===== config.mk =====
export PLATFORM = sky130hd
export DESIGN_NAME = bcd_seq_ctrl
export DESIGN_NICKNAME = d
export VERILOG_FILES = /design/src/rtl/bcd_pkg.sv /design/src/rtl/bcd_seq_ctrl_add3.sv /design/src/rtl/bcd_seq_ctrl.sv
export SDC_FILE = /design/constraint.sdc
export NUM_CORES = 1
export LEC_CHECK = 0
export BUFFER_PORTS_ARGS = -buffer_cell sky130_fd_sc_hd__buf_4
export CAP_MARGIN = 15
export CORE_MARGIN = 2
export CORE_UTILIZATION = 58
export CTS_BUF_LIST = sky130_fd_sc_hd__clkbuf_16
export CTS_CLUSTER_DIAMETER = 30
export DETAILED_ROUTE_END_ITERATION = 10
export HOLD_SLACK_MARGIN = 0.08
export PLACE_DENSITY = 0.79
export REMOVE_ABC_BUFFERS = 1
export SYNTH_ARGS = -nofsm -noshare
export SYNTH_HDL_FRONTEND = slang
export SYNTH_HIERARCHICAL = 1
export SYNTH_SLANG_ARGS = --single-unit
export TNS_END_PERCENT = 20

===== constraint.sdc =====
create_clock -name clk -period 2.3 [get_ports clk]
set_clock_uncertainty 0.1 [all_clocks]
set_input_delay 0.23 -clock clk [delete_from_list [all_inputs] [get_ports clk]]
set_output_delay 0.23 -clock clk [all_outputs]
set_load 0.02 [all_outputs]

===== src/rtl/bcd_pkg.sv =====
`default_nettype none
// ============================================================================
//  Module      : bcd_pkg
//  Description : Shared FSM state type, blank code and seven-segment decoder
//                for the sequential BCD controller.
//  Revision    : 1.0 - initial release
// ============================================================================
package bcd_pkg;

    typedef enum logic [1:0] {
        IDLE  = 2'd0,
        SHIFT = 2'd1,
        DONE  = 2'd2
    } state_t;

    localparam logic [6:0] SEG_BLANK = 7'h7F;

    // Active-low segments ordered {g,f,e,d,c,b,a}; non-decimal codes are blank.
    function automatic logic [6:0] seg_decode(input logic [3:0] digit);
        logic [6:0] seg;
        case (digit)
            4'd0:    seg = 7'b1000000;
            4'd1:    seg = 7'b1111001;
            4'd2:    seg = 7'b0100100;
            4'd3:    seg = 7'b0110000;
            4'd4:    seg = 7'b0011001;
            4'd5:    seg = 7'b0010010;
            4'd6:    seg = 7'b0000010;
            4'd7:    seg = 7'b1111000;
            4'd8:    seg = 7'b0000000;
            4'd9:    seg = 7'b0010000;
            default: seg = SEG_BLANK;
        endcase
        return seg;
    endfunction

endpackage
`default_nettype wire


===== src/rtl/bcd_seq_ctrl_add3.sv =====
`default_nettype none
// ============================================================================
//  Module      : add3
//  Description : Double-dabble nibble correction, adds 3 when nibble >= 5.
//  Revision    : 1.0 - initial release
// ============================================================================
module add3 (
    input  logic [3:0] i_nib,
    output logic [3:0] o_nib
);

    assign o_nib = (i_nib >= 4'd5) ? (i_nib + 4'd3) : i_nib;

endmodule
`default_nettype wire


===== src/rtl/bcd_seq_ctrl.sv =====
`default_nettype none
// ============================================================================
//  Module      : bcd_seq_ctrl
//  Description : Bit-serial binary-to-BCD converter with start/busy/done
//                handshake and a 4-digit common-anode display scanner.
//  Revision    : 1.0 - initial release
// ============================================================================
module bcd_seq_ctrl
    import bcd_pkg::*;
#(
    parameter int WIDTH    = 11,
    parameter int SCAN_DIV = 50000
) (
    input  logic             clk,
    input  logic             rst_n,
    input  logic             start,
    input  logic [WIDTH-1:0] value,
    output logic             busy,
    output logic             done,
    output logic [3:0]       thousands,
    output logic [3:0]       hundreds,
    output logic [3:0]       tens,
    output logic [3:0]       ones,
    output logic [3:0]       an,
    output logic [6:0]       seg
);

    localparam int CNT_W  = $clog2(WIDTH + 1);
    localparam int SCAN_W = (SCAN_DIV > 1) ? $clog2(SCAN_DIV) : 1;

    state_t             state_q, state_d;
    logic [WIDTH-1:0]   sr_q, sr_d;
    logic [15:0]        bcd_q, bcd_d;
    logic [CNT_W-1:0]   cnt_q, cnt_d;
    logic               busy_q, busy_d;
    logic               done_q, done_d;
    logic [15:0]        digits_q, digits_d;
    logic [15:0]        w_adj;

    logic [SCAN_W-1:0]  scan_cnt_q, scan_cnt_d;
    logic [1:0]         idx_q, idx_d;
    logic [3:0]         w_sel;
    logic               w_blank;

    for (genvar i = 0; i < 4; i++) begin : g_add3
        add3 u_add3 (
            .i_nib (bcd_q[4*i +: 4]),
            .o_nib (w_adj[4*i +: 4])
        );
    end

    always_comb begin
        state_d  = state_q;
        sr_d     = sr_q;
        bcd_d    = bcd_q;
        cnt_d    = cnt_q;
        busy_d   = busy_q;
        done_d   = 1'b0;
        digits_d = digits_q;
        case (state_q)
            IDLE: begin
                if (start) begin
                    sr_d    = value;
                    bcd_d   = '0;
                    cnt_d   = CNT_W'(WIDTH);
                    busy_d  = 1'b1;
                    state_d = SHIFT;
                end
            end
            SHIFT: begin
                // Correct every digit first, then shift the next binary bit in.
                {bcd_d, sr_d} = {w_adj[14:0], sr_q, 1'b0};
                cnt_d         = cnt_q - CNT_W'(1);
                if (cnt_q == CNT_W'(1)) begin
                    state_d = DONE;
                end
            end
            DONE: begin
                digits_d = bcd_q;
                done_d   = 1'b1;
                busy_d   = 1'b0;
                state_d  = IDLE;
            end
            default: begin
                state_d = IDLE;
                busy_d  = 1'b0;
            end
        endcase
    end

    always_ff @(posedge clk or negedge rst_n) begin
        if (!rst_n) begin
            state_q  <= IDLE;
            sr_q     <= '0;
            bcd_q    <= '0;
            cnt_q    <= '0;
            busy_q   <= 1'b0;
            done_q   <= 1'b0;
            digits_q <= '0;
        end else begin
            state_q  <= state_d;
            sr_q     <= sr_d;
            bcd_q    <= bcd_d;
            cnt_q    <= cnt_d;
            busy_q   <= busy_d;
            done_q   <= done_d;
            digits_q <= digits_d;
        end
    end

    always_comb begin
        scan_cnt_d = scan_cnt_q + SCAN_W'(1);
        idx_d      = idx_q;
        if (scan_cnt_q == SCAN_W'(SCAN_DIV - 1)) begin
            scan_cnt_d = '0;
            idx_d      = idx_q + 2'd1;
        end
    end

    always_ff @(posedge clk or negedge rst_n) begin
        if (!rst_n) begin
            scan_cnt_q <= '0;
            idx_q      <= '0;
        end else begin
            scan_cnt_q <= scan_cnt_d;
            idx_q      <= idx_d;
        end
    end

    // Leading-zero blanking: a digit blanks when it and every digit above it is zero.
    always_comb begin
        w_sel   = digits_q[4*idx_q +: 4];
        w_blank = 1'b0;
        case (idx_q)
            2'd1:    w_blank = (digits_q[15:4] == 12'd0);
            2'd2:    w_blank = (digits_q[15:8] == 8'd0);
            2'd3:    w_blank = (digits_q[15:12] == 4'd0);
            default: w_blank = 1'b0;
        endcase
    end

    assign an        = ~(4'b0001 << idx_q);
    assign seg       = w_blank ? SEG_BLANK : seg_decode(w_sel);
    assign busy      = busy_q;
    assign done      = done_q;
    assign thousands = digits_q[15:12];
    assign hundreds  = digits_q[11:8];
    assign tens      = digits_q[7:4];
    assign ones      = digits_q[3:0];

endmodule
`default_nettype wire


==> results by group <==
Global route
  – Largest net degree at the start of global routing: 70
  – First-pass GRT wire length: 13200 microns
  – Number of global-route vias before repair: 2801
  – GRT Resource Usage Total: 0.233
  – Initial antenna violation count: 0
  – Remaining Overflow, GRT: 0

Synth
  – Yosys Warn Count: 6
  – Avg Cell Area, Syn: 9.65 sq um
  – Post-synth design cell area: 0.00371 sq mm
  – Cells after synthesis: 385

Power and ir drop
  – Leakage: 0.00222 uW
  – P_int: 3690 uW
  – Comb pwr share: 0.463
  – PwrDens: 1330 mW/mm^2
  – Switching pwr: 2450 uW
  – Maximum VDD drop: 1.06 mV
  – Sequential share of power: 0.327
  – Sw frac: 0.399
  – Clock network power share: 0.210

Routing
  – Total number of vias: 2963
  – Met1 WL: 3610 microns
  – DR pass1 iterations: 4
  – WL per Instance: 14.9 microns
  – Max Used Layer: met4
  – Routed wl met2: 3930 microns
  – Antenna-violating nets left: 0
  – Initial drt markers: 240
  – DRC: 0
  – Routed length on met3: 296 microns
  – Post-Route WL: 7890 microns
  – Via/cell ratio: 5.58

Worst setup path
  – R2R setup slack: 0.34 ns
  – RR Startpoint: scan_cnt_q[5]$_DFF_PN0_
  – Reg2Reg Depth: 4
  – CP startpoint: idx_q[0]$_DFFE_PN0N_
  – CP Capture Type: primary output
  – CP startpoint kind: register
  – Crit path max fanout: 4
  – Critical Path RT: 1.97 ns
  – Bufs and invs on worst path: 1
  – Critical path destination: seg[0]
  – Kind of critical path: reg -> out
  – CP top delay family: multiplexers
  – R2R Path End: idx_q[1]$_DFFE_PN0N_
  – CP Cell Sequence: mux4_2, ha_4, or2_4, a21oi_1, o21ai_1, buf_4
  – Crit path depth: 6
  – Critical Path AT: 2.20 ns
  – Slowest cell on the critical path: mux4_2
  – Slowest stage delay, CP: 0.60 ns

Final layout
  – Share of cells above drive strength 1: 0.247
  – Final core occ: 0.737
  – P&R area growth vs syn: 24.5%
  – Ant. Diodes: 0
  – Final net count: 484
  – Leading cell type in the layout, fill and taps excluded: nand2_1
  – Final instance area: 0.00462 sq mm
  – Most frequent cells in the layout: nand2_1 (73), dfrtp_1 (68), buf_4 (54)

CTS
  – Worst skew pair latency: 0.32 ns
  – Root buf cell: clkbuf_16
  – Clock buffer depth: 2
  – H-tree depth: 3
  – # clock sinks: 69
  – CTS tree: built
  – TritonCTS buffer count: 9
  – Clock-pin slew on the worst setup and hold paths: 0.05 ns

Timing
  – RSZ-0062 raised after global routing: true
  – Final-report max-slew violation count: 0
  – Setup TNS Final: -1.16 ns
  – Worst hold slack: 0.0947 ns
  – Final Setup Violations: 7
  – Period minus WS final: 2.53 ns
  – Slew @ Worst Pin: 0.844 ns
  – PnR worst setup slack: -0.235 ns
  – Fmax: 395 MHz
  – Final period util: 1.10
  – Hold Violations, Final: 0
  – Slew margin rel.: 0.437

Status
  – Failing checks: setup timing
  – Status: finished, violations left

Floorplan
  – IO Pins: 43
  – Die area: 0.00706 sq mm
  – Row cnt: 29
  – DIE HEIGHT: 84.0 microns
  – Die width: 84.0 microns
  – Core footprint: 0.00628 sq mm
  – Initial Utilization: 0.592

Job
  – Max Cap Violations: 0

Place
  – DP HPWL: 4960 microns
  – GPL Wtd Cong: 0.956
  – Placed cell area: 0.00411 sq mm
  – Input/output buffers: 42

Worst hold path
  – Hold Crit Class: in -> reg
## flip-flops by register name (all words and copies together), names as in the netlist
signal / cells
scan_cnt_q: 16
bcd_q: 16
idx_q: 2
sr_q: 11
done: 1
state_q: 2
cnt_q: 4
digits_q: 16
busy: 1
## worst reg2reg max path: stages (launching register included)
cell     delay (ns)
dfrtp_1        0.43
or4b_1         0.55
nor3_1         0.18
and4_1         0.24
mux2_2         0.34
## how the worst min path moves through the flow
stage / start / end / cells past startpoint
3_3_place_gp: rst_n / state_q[1]$_DFFE_PN0P_ / 1
6_report: value[5] / sr_q[5]$_DFFE_PN0P_ / 3
3_5_place_dp: rst_n / busy$_DFFE_PN0P_ / 1
5_1_grt: value[5] / sr_q[5]$_DFFE_PN0P_ / 3
2_1_floorplan: rst_n / bcd_q[0]$_DFFE_PN0P_ / 0
4_1_cts: value[5] / sr_q[5]$_DFFE_PN0P_ / 3
## per-layer routing
layer / vias to the layer above / GRT usage
li1: 1435 / -
met1: 1438 / 0.334
met2: 82 / 0.356
met3: 8 / 0.0485
met4: 0 / 0.0806
met5: - / 0
## area by class of cell
cell class	instances	area [sq um]
clock buffer	9	225
clock inverter	7	58.8
fill	420	1650
inverter	25	96.3
multi-input combinational	277	1880
sequential	69	1730
tap	77	96.3
timing repair buffer	67	537
## metrics by stage
step           instances  power (uW)  worst slack, ns
3_3_place_gp         498        4460            0.157
5_1_grt              531        6610           -0.315
6_report             531        6140           -0.235
4_1_cts              529        5970           -0.161
3_5_place_dp         498        4570           0.0730
2_1_floorplan        371        3680          -0.0694
## timing repair
action	4_1_cts	5_1_grt
resized for setup	6	17
pin swaps	4	8
endpoints found under the hold margin	80	0
setup endpoints to repair	7	7
hold buffers	12	0
setup buffers	3	2
## power by group through the flow
stage / registers (uW) / logic, uW / clock network, uW
6_report: 2010 / 2850 / 1290
2_1_floorplan: 2040 / 1640 / 0
3_3_place_gp: 1990 / 2470 / 0
4_1_cts: 2000 / 2650 / 1320
5_1_grt: 2080 / 3160 / 1380
3_5_place_dp: 2010 / 2560 / 0
Note: power is estimated with default switching activity, not from simulation.
